===== src/rtl/softplus_grad_seq_if.sv =====
// Port bundle for the softplus-gradient backprop sequencer: control, source read,
// gradient LUT and destination write channels.
interface softplus_grad_seq_if #(
   parameter int unsigned ADDR_W = 6,
   parameter int unsigned DATA_W = 16
);
   logic              start;
   logic [ADDR_W:0]   len;
   logic              busy;
   logic              done;

   logic              rd_en;
   logic [ADDR_W-1:0] rd_addr;
   logic [DATA_W-1:0] rd_z;
   logic [DATA_W-1:0] rd_delta;

   logic [DATA_W-1:0] lut_operand;
   logic [DATA_W-1:0] lut_grad;

   logic              wr_en;
   logic [ADDR_W-1:0] wr_addr;
   logic [DATA_W-1:0] wr_data;
   logic              wr_ready;

   // Sequencer side.
   modport master (
      input  start, len, rd_z, rd_delta, lut_grad, wr_ready,
      output busy, done, rd_en, rd_addr, lut_operand, wr_en, wr_addr, wr_data
   );

   // Environment side: controller, layer buffers, LUT and gradient buffer.
   modport slave (
      output start, len, rd_z, rd_delta, lut_grad, wr_ready,
      input  busy, done, rd_en, rd_addr, lut_operand, wr_en, wr_addr, wr_data
   );
endinterface


===== src/rtl/softplus_grad_seq.sv =====
// Backprop sequencer: streams delta[i] * grad(z[i]) (Q8.8, saturated) from the layer
// buffers to the gradient buffer, one element per cycle with write-side backpressure.
module softplus_grad_seq #(
   parameter int unsigned ADDR_W = 6,
   parameter int unsigned DATA_W = 16
) (
   input logic                 clk,
   input logic                 rst,
   softplus_grad_seq_if.master bus
);

   typedef enum logic [1:0] {StIdle, StRun, StDrain, StFin} state_e;

   state_e              state_q, state_d;
   logic [ADDR_W:0]     len_q, len_d;
   logic [ADDR_W-1:0]   rd_idx_q, rd_idx_d;

   // Read issued last cycle: its data is on rd_z/rd_delta now.
   logic                pend_q;
   logic [ADDR_W-1:0]   pend_idx_q;

   logic                s1_v_q;
   logic [DATA_W-2:0]   s1_grad_q;
   logic [DATA_W-1:0]   s1_delta_q;
   logic [ADDR_W-1:0]   s1_idx_q;

   logic                wr_en_q;
   logic [ADDR_W-1:0]   wr_addr_q;
   logic [DATA_W-1:0]   wr_data_q;

   logic                stall;
   logic                rd_fire;
   logic                last_rd;
   logic                pipe_empty;
   logic signed [2*DATA_W-1:0] prod;
   logic signed [2*DATA_W-1:0] shifted;
   logic [DATA_W:0]     hi_bits;
   logic [DATA_W-1:0]   sat;

   assign stall      = wr_en_q & ~bus.wr_ready;
   assign rd_fire    = (state_q == StRun) & ~stall;
   assign last_rd    = ({1'b0, rd_idx_q} + (ADDR_W + 1)'(1)) == len_q;
   assign pipe_empty = ~pend_q & ~s1_v_q & (~wr_en_q | bus.wr_ready);

   always_comb begin
      state_d  = state_q;
      len_d    = len_q;
      rd_idx_d = rd_idx_q;
      unique case (state_q)
         StIdle: begin
            if (bus.start) begin
               if (bus.len != '0) begin
                  len_d    = bus.len;
                  rd_idx_d = '0;
                  state_d  = StRun;
               end else begin
                  state_d = StFin;
               end
            end
         end
         StRun: begin
            if (rd_fire) begin
               // Wraps to 0 after the last read of a full-length vector.
               rd_idx_d = rd_idx_q + ADDR_W'(1);
               if (last_rd) state_d = StDrain;
            end
         end
         StDrain: begin
            if (pipe_empty) state_d = StFin;
         end
         StFin: begin
            state_d = StIdle;
         end
         default: begin
            state_d = StIdle;
         end
      endcase
   end

   // Gradient magnitude is unsigned; its top bit is ignored so it multiplies as positive.
   assign prod    = $signed(s1_delta_q) * $signed({1'b0, s1_grad_q});
   assign shifted = prod >>> (DATA_W / 2);
   assign hi_bits = shifted[2*DATA_W-1:DATA_W-1];

   always_comb begin
      sat = shifted[DATA_W-1:0];
      if (hi_bits != '0 && hi_bits != '1) begin
         sat = shifted[2*DATA_W-1] ? {1'b1, {(DATA_W-1){1'b0}}}
                                   : {1'b0, {(DATA_W-1){1'b1}}};
      end
   end

   always_ff @(posedge clk) begin
      if (rst) begin
         state_q    <= StIdle;
         len_q      <= '0;
         rd_idx_q   <= '0;
         pend_q     <= 1'b0;
         pend_idx_q <= '0;
         s1_v_q     <= 1'b0;
         s1_grad_q  <= '0;
         s1_delta_q <= '0;
         s1_idx_q   <= '0;
         wr_en_q    <= 1'b0;
         wr_addr_q  <= '0;
         wr_data_q  <= '0;
      end else begin
         state_q  <= state_d;
         len_q    <= len_d;
         rd_idx_q <= rd_idx_d;
         // A stall freezes every stage; the buffer holds the pending read data meanwhile.
         if (!stall) begin
            pend_q     <= rd_fire;
            pend_idx_q <= rd_idx_q;
            s1_v_q     <= pend_q;
            if (pend_q) begin
               s1_grad_q  <= bus.lut_grad[DATA_W-2:0];
               s1_delta_q <= bus.rd_delta;
               s1_idx_q   <= pend_idx_q;
            end
            wr_en_q <= s1_v_q;
            if (s1_v_q) begin
               wr_data_q <= sat;
               wr_addr_q <= s1_idx_q;
            end
         end
      end
   end

   assign bus.busy        = (state_q != StIdle);
   assign bus.done        = (state_q == StFin);
   assign bus.rd_en       = rd_fire;
   assign bus.rd_addr     = rd_idx_q;
   assign bus.lut_operand = pend_q ? bus.rd_z : '0;
   assign bus.wr_en       = wr_en_q;
   assign bus.wr_addr     = wr_addr_q;
   assign bus.wr_data     = wr_data_q;

endmodule


===== src/flat_wrapper.sv =====
// flat-port wrapper written by rule: the top's interface ports become plain ports
module softplus_grad_seq_flat 
#(
   parameter int unsigned ADDR_W = 6,
   parameter int unsigned DATA_W = 16
)
  (clk, rst, bus_start, bus_len, bus_rd_z, bus_rd_delta, bus_lut_grad, bus_wr_ready, bus_busy, bus_done, bus_rd_en, bus_rd_addr, bus_lut_operand, bus_wr_en, bus_wr_addr, bus_wr_data);
  softplus_grad_seq_if #(.ADDR_W(ADDR_W), .DATA_W(DATA_W)) bus_i ();
  input logic clk;
  input logic rst;
  input wire logic [$bits(bus_i.start)-1:0] bus_start;
  input wire logic [$bits(bus_i.len)-1:0] bus_len;
  input wire logic [$bits(bus_i.rd_z)-1:0] bus_rd_z;
  input wire logic [$bits(bus_i.rd_delta)-1:0] bus_rd_delta;
  input wire logic [$bits(bus_i.lut_grad)-1:0] bus_lut_grad;
  input wire logic [$bits(bus_i.wr_ready)-1:0] bus_wr_ready;
  output wire logic [$bits(bus_i.busy)-1:0] bus_busy;
  output wire logic [$bits(bus_i.done)-1:0] bus_done;
  output wire logic [$bits(bus_i.rd_en)-1:0] bus_rd_en;
  output wire logic [$bits(bus_i.rd_addr)-1:0] bus_rd_addr;
  output wire logic [$bits(bus_i.lut_operand)-1:0] bus_lut_operand;
  output wire logic [$bits(bus_i.wr_en)-1:0] bus_wr_en;
  output wire logic [$bits(bus_i.wr_addr)-1:0] bus_wr_addr;
  output wire logic [$bits(bus_i.wr_data)-1:0] bus_wr_data;
  assign bus_i.start = bus_start;
  assign bus_i.len = bus_len;
  assign bus_i.rd_z = bus_rd_z;
  assign bus_i.rd_delta = bus_rd_delta;
  assign bus_i.lut_grad = bus_lut_grad;
  assign bus_i.wr_ready = bus_wr_ready;
  assign bus_busy = bus_i.busy;
  assign bus_done = bus_i.done;
  assign bus_rd_en = bus_i.rd_en;
  assign bus_rd_addr = bus_i.rd_addr;
  assign bus_lut_operand = bus_i.lut_operand;
  assign bus_wr_en = bus_i.wr_en;
  assign bus_wr_addr = bus_i.wr_addr;
  assign bus_wr_data = bus_i.wr_data;
  softplus_grad_seq #(.ADDR_W(ADDR_W), .DATA_W(DATA_W)) u_core (.clk(clk), .rst(rst), .bus(bus_i));
endmodule

===== config.mk =====
export PLATFORM = sky130hd
export DESIGN_NAME = softplus_grad_seq_flat
export DESIGN_NICKNAME = d
export VERILOG_FILES = /design/src/rtl/softplus_grad_seq_if.sv /design/src/rtl/softplus_grad_seq.sv /design/src/flat_wrapper.sv
export SDC_FILE = /design/constraint.sdc
export NUM_CORES = 1
export LEC_CHECK = 0
export ABC_CLOCK_PERIOD_IN_PS = 7340
export CORE_ASPECT_RATIO = 2
export CORE_MARGIN = 5
export CORE_UTILIZATION = 45
export CTS_CLUSTER_DIAMETER = 200
export DETAILED_ROUTE_END_ITERATION = 10
export PLACE_DENSITY = 0.77
export RECOVER_POWER = 100
export SLEW_MARGIN = 10
export SYNTH_ARGS = -nofsm -noshare
export SYNTH_HDL_FRONTEND = slang
export SYNTH_SLANG_ARGS = --single-unit

===== constraint.sdc =====
create_clock -name clk -period 7.34 [get_ports clk]
set_input_delay 2.202 -clock clk [delete_from_list [all_inputs] [get_ports clk]]
set_output_delay 2.202 -clock clk [all_outputs]
set_load 0.01 [all_outputs]

# ---- After elaboration in Yosys (flattened, before gate mapping)
# Index checks and enable logic that the tools add are counted.
# Widths: inputs -> output; s select.
dict set report op_classes {
  n_addsub 2
  n_mul 1
  div 0
  n_lt_le_gt_ge 0
  n_eq_ne 10
  shifts 0
  muxes 13
  n_bitwise 10
  n_reduce_logical 11
}
# operator count
set ops {}
lappend ops {{$mux 16} 3}
lappend ops {{$mul 16x16->32} 1}
lappend ops {{$mux 6} 3}
lappend ops {{$ne 17x17->1 const B} 1}
lappend ops {{$reduce_bool 17->1} 1}
lappend ops {{$pmux 6 s2} 1}
lappend ops {{$mux 2} 5}
lappend ops {{$pmux 2 s4} 1}
lappend ops {{$reduce_and 4->1} 2}
lappend ops {{$add 6x1->7 const B} 1}
lappend ops {{$eq 7x7->1} 1}
lappend ops {{$reduce_bool 7->1} 1}
lappend ops {{$add 6x1->6 const B} 1}
lappend ops {{$ne 2x1->1 const B} 3}
lappend ops {{$not 1->1} 5}
lappend ops {{$and 1x1->1} 4}
lappend ops {{$eq 2x2->1 const B} 2}
lappend ops {{$ne 2x2->1 const B} 2}
lappend ops {{$reduce_and 2->1} 2}
lappend ops {{$reduce_bool 2->1} 2}
lappend ops {{$reduce_and 3->1} 1}
lappend ops {{$eq 2x1->1 const B} 1}
lappend ops {{$logic_not 2->1} 1}
lappend ops {{$logic_and 1x1->1} 1}
lappend ops {{$or 1x1->1} 1}
dict set report totals {
  register_bits 83
  latchBits 0
  ram_bits 0
  romBits 0
  n_memories 0
}

# ---- Longest topological paths before layout
dict set report logic_depth {
  depth_word 6
  mapped_depth 27
  depth_no_buf 24
}

# ---- Least setup slack after synthesis
# Ideal clock, no wire load.
dict set report synth_path {
  path_kind {reg2reg}
  start {register u_core.s1_delta_q[15]}
  end {register u_core.wr_data_q[12] (netlist: u_core.bus.wr_data[12])}
  setup_time_ps 133
  arrival_time_ps 6709
  setup_slack_ps 497
  path_stages_with_launch 23
  path_buffers 2
  synth_period_minus_slack_ps 6843
  path_cell_list {dfxtp_1 clkbuf_1 nand2_1 fa_1 fa_1 inv_1 fa_1 fa_1 fa_1 inv_1 fa_1 inv_1 ha_1 a21o_1 a21oi_1 nor2_1 o41ai_2 nor2_1 a311oi_4 nand2_4 o41ai_4 buf_6 a311oi_1}
}
dict set report synth_via {
  elab_chain_len 4
  word_cells_on_any_way 6
  cone_classes {mul (1); eq/ne (1); mux (2); reduce/logical (2)}
}
# item line_no
set synth_lines {}
lappend synth_lines {{start, declared} softplus_grad_seq.sv:24} ;# logic [DATA_W-1:0] s1_delta_q;
lappend synth_lines {{start signal, assigned} softplus_grad_seq.sv:118} ;# s1_delta_q <= bus.rd_delta;
lappend synth_lines {{$mul 16x16->32 *} softplus_grad_seq.sv:81} ;# assign prod = $signed(s1_delta_q) * $signed({1'b0, s1_grad_q});
lappend synth_lines {{$ne 17x17->1 / $reduce_bool 17->1 (equally long branches)} softplus_grad_seq.sv:87} ;# if (hi_bits != '0 && hi_bits != '1) begin
lappend synth_lines {{$logic_and 1x1->1} softplus_grad_seq.sv:87}
lappend synth_lines {{$mux 16 *} softplus_grad_seq.sv:87}
lappend synth_lines {{end signal, assigned} softplus_grad_seq.sv:123} ;# wr_data_q <= sat;
lappend synth_lines {{end, declared} softplus_grad_seq.sv:29} ;# logic [DATA_W-1:0] wr_data_q;
# Every way passes the cells marked *; elsewhere a longest branch is shown, timed or not.
# A chain may end at the register's enable or synchronous reset.

# ---- Worst setup path after layout
dict set report layout_path {
  start {register u_core.s1_grad_q[2]}
  end {register u_core.wr_data_q[0] (netlist: u_core.bus.wr_data[0])}
}
dict set report layout_via {
  elab_chain_len 4
  word_cells_on_any_way 6
  cone_classes {mul (1); eq/ne (1); mux (2); reduce/logical (2)}
}
# item line_no
set layout_lines {}
lappend layout_lines {{start, declared} softplus_grad_seq.sv:23} ;# logic [DATA_W-2:0] s1_grad_q;
lappend layout_lines {{start signal, assigned} softplus_grad_seq.sv:117} ;# s1_grad_q <= bus.lut_grad[DATA_W-2:0];
lappend layout_lines {{$mul 16x16->32 *} softplus_grad_seq.sv:81}
lappend layout_lines {{$ne 17x17->1 / $reduce_bool 17->1 (equally long branches)} softplus_grad_seq.sv:87}
lappend layout_lines {{$logic_and 1x1->1} softplus_grad_seq.sv:87}
lappend layout_lines {{$mux 16 *} softplus_grad_seq.sv:87}
# Marks and branches as above.

==> impl_summary.txt <==
----------------------------------------------------
[Worst setup path]
  Cell seen most often among critical-path stages ... sky130_fd_sc_hd__fa_1
  Largest driver fanout on the critical path ... 15
  Highest cell delay on the worst timing path ... between 500 and 600 ps
  Sort of element at the start of the critical path ... flip-flop
  Ordered list of cells on the worst path ... buf_4 -> nand2_1 -> fa_1 -> fa_1 -> fa_1 -> inv_1 -> fa_1 -> fa_1 -> inv_1 -> fa_1 -> inv_1 -> ha_1 -> a211oi_1 -> o211ai_1 -> a21oi_2 -> a22oi_1 -> buf_4 -> a31oi_1 -> mux2i_1 -> or4_4 -> o41ai_4 -> buf_12 -> a311oi_1
  Crit path max-delay family ... adder cells
  Slowest cell on crit path ... sky130_fd_sc_hd__or4_4
  Setup Crit Path Kind ... reg2reg
  WP data required ... 7530 ps
  Count of buffer and inverter cells on the critical path ... 6
  Critical path arrival ... approximately 7000 ps
  Kind of end point of the critical path ... flip-flop

[Clocking]
  Clock tree from TritonCTS ... yes
  # clock sinks ... 83
  Clock latency of the later-clocked register in the worst-skew pair ... around 350 ps
  CTS Buf Count ... 9
  Clock-pin transition on the worst setup and hold timing paths ... approximately 70 ps
  Post-CTS Hold Buffers ... 0
  Maximum level of the CTS H-tree ... 3
  Clk Tree Root Cell ... sky130_fd_sc_hd__clkbuf_16
  Maximum clock path buffer count ... 2

[Synthesis]
  Top flip-flop cell by instance count after synthesis ... sky130_fd_sc_hd__dfxtp_1
  Average cell area after synthesis ... 8.58 sq um
  Post-Synth Adder-Cell Area ... 0.453
  Number of flops mapped to enable cells by yosys ... 0
  Proportion of synthesized area in mux cells ... 0.000761
  Synthesized-area fraction occupied by xor and xnor cells ... 0.0273
  Fraction of the mapped netlist area in simple logic gates ... 0.198
  Share of the yosys chip area belonging to registers ... 0.126
  Yosys synthesis warning count ... 0
  Instance count of the mapped netlist ... 1532
  Cell type with the highest aggregate area in the netlist ... sky130_fd_sc_hd__fa_1
  Area share of the largest cell type after synthesis ... 0.373
  Compound-cell area share of the yosys netlist ... 0.0884
  Top cells by area, synth ... sky130_fd_sc_hd__fa_1 (37%), sky130_fd_sc_hd__dfxtp_1 (13%), sky130_fd_sc_hd__inv_1 (8.4%)
  Flops & latches, synth ... 83
  Combinational family with the most area after synthesis ... adder cells
  Fraction of registers with async set or reset after synthesis ... 0
  Summed instance area of the synthesized netlist ... approximately 13000 sq um
  Number of nets in the synthesized netlist ... between 1500 and 2000
  Unique cell type count in the Yosys netlist ... 65

[Routing]
  Total detailed-routing wirelength ... around 34 mm
  Number of nets with antenna violations after detailed routing ... 0
  Vias per cell ... around 5.4
  1st-iter DRT viols ... 567
  Detail-routed net length per standard cell ... ~17 microns
  DR vias ... ~11000
  Remaining DRCs ... 0
  Drt first pass iters ... 5

[Timing]
  Unrepaired setup endpoints after global routing ... no
  Min Tclk post-route ... 7010 ps
  Final Hold Fails ... 0
  Max-slew violations ... 38
  Maximum operating frequency ... approximately 140 MHz
  Maximum clock skew at final layout ... just under 9 ps
  Worst Hold Slack ... 454 ps
  Post-route setup TNS ... 0 ps
  Slew headroom ... -0.222
  Worst-Margin Slew ... 1830 ps
  Final setup violation count ... 0
  Final worst path period share ... 0.955

[Status]
  Violations in the final reports ... capacitance limit, slew limit
  Status ... finished with violations

[Power and ir drop]
  Maximum vdd ir drop ... ~0.0002 V
  Pwr Density ... 127 nW/um^2
  Leakage Power ... 7.23 nW
  Total power ... approximately 1.9 mW

[Layout]
  Seq. cell area ... between 1500 and 2000 sq um
  Filler Cell Count ... between 2000 and 3000
  P&R area growth vs syn ... 14.9%
  Count of inserted antenna diode cells ... 0
  Number of nets at the end of the flow ... a little over 2000
  Total area of multi-input combinational cells ... 10100 sq um
  Share of post-route cells with drive strength above 1 ... 0.0589

[Floorplan]
  Core footprint ... about 29000 sq um
  Height of the chip ... about 250 microns
  Top Ports ... between 100 and 150
  Die area ... about 33000 sq um
  Cell row count ... a little under 90
  Starting density of the core ... 0.456
  Horizontal extent of the die ... about 130 microns

[Global route]
  GRT Resource Usage Total ... 0.220
  Antenna violations before repair ... 0
  Maximum number of pins on one net before global-route repair ... 84
  GRT Residual Overflow ... 0
  Number of global-route vias before repair ... 12200
  Global-route wire length before repair ... 57.4 mm

[Placed design]
  Number of buffers added on ports ... 105
  RD Place Congestion ... just over 0.9
  Dpl hpwl ... ~28 mm

[Job]
  Number of max-cap violations ... 1

[Hold path]
  Class of the worst hold path ... reg2reg

----------------------------------------------------
==> worst min-delay path: stages (launching register included) <==
cell and delay, ps:
sky130_fd_sc_hd__dfxtp_1 310, sky130_fd_sc_hd__nand2_1 50, sky130_fd_sc_hd__a21oi_1 50
==> worst paths after layout <==
check	startpoint	endpoint	slack, ps	depth (start not counted)
hold reg to reg	u_core.pend_idx_q[4]	u_core.pend_idx_q[4]	450	2
setup / recovery	u_core.s1_grad_q[2]	u_core.bus.wr_data[0]	330	23
setup reg to reg	u_core.s1_grad_q[2]	u_core.bus.wr_data[0]	330	23
hold / removal	u_core.pend_idx_q[4]	u_core.pend_idx_q[4]	450	2
==> where the power goes <==
group / total (mW) / internal [mW] / switching (mW)
combinational: 0.774 / 0.314 / 0.460
sequential: 0.616 / 0.505 / 0.112
clock: 0.524 / 0.332 / 0.192
==> kinds of logic after synthesis <==
logic type,after synthesis
AND/OR/NAND/NOR,535
buffers and inverters,368
adder cells (fa/ha/maj),329
AO/OA/AOI/OAI,175
flip-flops,83
XOR/XNOR,41
multiplexers,1
==> repair_timing <==
action,in CTS,in global routing
buffers inserted,0,0
endpoints found under the setup margin,0,15
gates resized for setup,0,13
==> metal layers <==
metal / GRT usage / up-vias / part of all wire
li1: - / 4897 / -
met1: 0.217 / 5263 / 0.33
met2: 0.407 / 436 / 0.55
met3: 0.0449 / 169 / 0.058
met4: 0.132 / 0 / 0.067
met5: 0 / - / 0
==> metrics by stage <==
stage | cells | utilization | setup slack [ps] | area [sq um]
floorplan | 1532 | - | 497 | 13100
finish | 1991 | 0.524 | 328 | 15100
detailed placement | 1976 | 0.512 | 197 | 14800
CTS | 1991 | 0.523 | 168 | 15100
global route | 1991 | 0.524 | 14.7 | 15100
global placement | 1976 | 0.512 | 343 | 14800
==> cell usage in the layout (no fill, tap or decap), types with 50 or more instances in the layout <==
cell type                           n
sky130_fd_sc_hd__inv_1            293
sky130_fd_sc_hd__nand2_1          257
sky130_fd_sc_hd__fa_1             245
sky130_fd_sc_hd__and2_1           135
sky130_fd_sc_hd__a21oi_1           92
sky130_fd_sc_hd__ha_1              84
sky130_fd_sc_hd__dfxtp_1           73
sky130_fd_sc_hd__clkdlybuf4s50_1   54
sky130_fd_sc_hd__nor2_1            50
sky130_fd_sc_hd__dlygate4sd3_1     50
==> Yosys cell counts (all sizes together) (6+ instances only) <==
cell	instances
nor2	50
dfxtp	83
buf	6
a211oi	6
a21o	8
o21ai	14
and3	7
nor3	10
and2	136
xnor2	27
nand4	20
ha	84
a311oi	15
inv	295
a21oi	95
clkbuf	67
nand3	19
fa	245
or3	15
xor2	14
nand2	260
==> sequential cells by signal, summed over array words and instances (netlist names) <==
signal / cells
u_core.pend_idx_q: 6
u_core.s1_v_q: 1
u_core.state_q: 2
u_core.bus.rd_addr: 6
u_core.s1_idx_q: 6
u_core.s1_grad_q: 15
u_core.bus.wr_addr: 6
u_core.bus.wr_en: 1
u_core.pend_q: 1
u_core.bus.wr_data: 16
u_core.s1_delta_q: 16
u_core.len_q: 7
==> cell type report <==
| type | instances | share of cell area |
|---|---|---|
| Multi-Input combinational cell | 1081 | 0.668 |
| Timing Repair Buffer | 157 | 0.0954 |
| Sequential cell | 83 | 0.111 |
| Clock buffer | 9 | 0.0149 |
| Inverter | 295 | 0.0735 |
| Tap cell | 360 | 0.0298 |
| Clock inverter | 6 | 0.00754 |
Note: power is estimated with default switching activity, not from simulation.
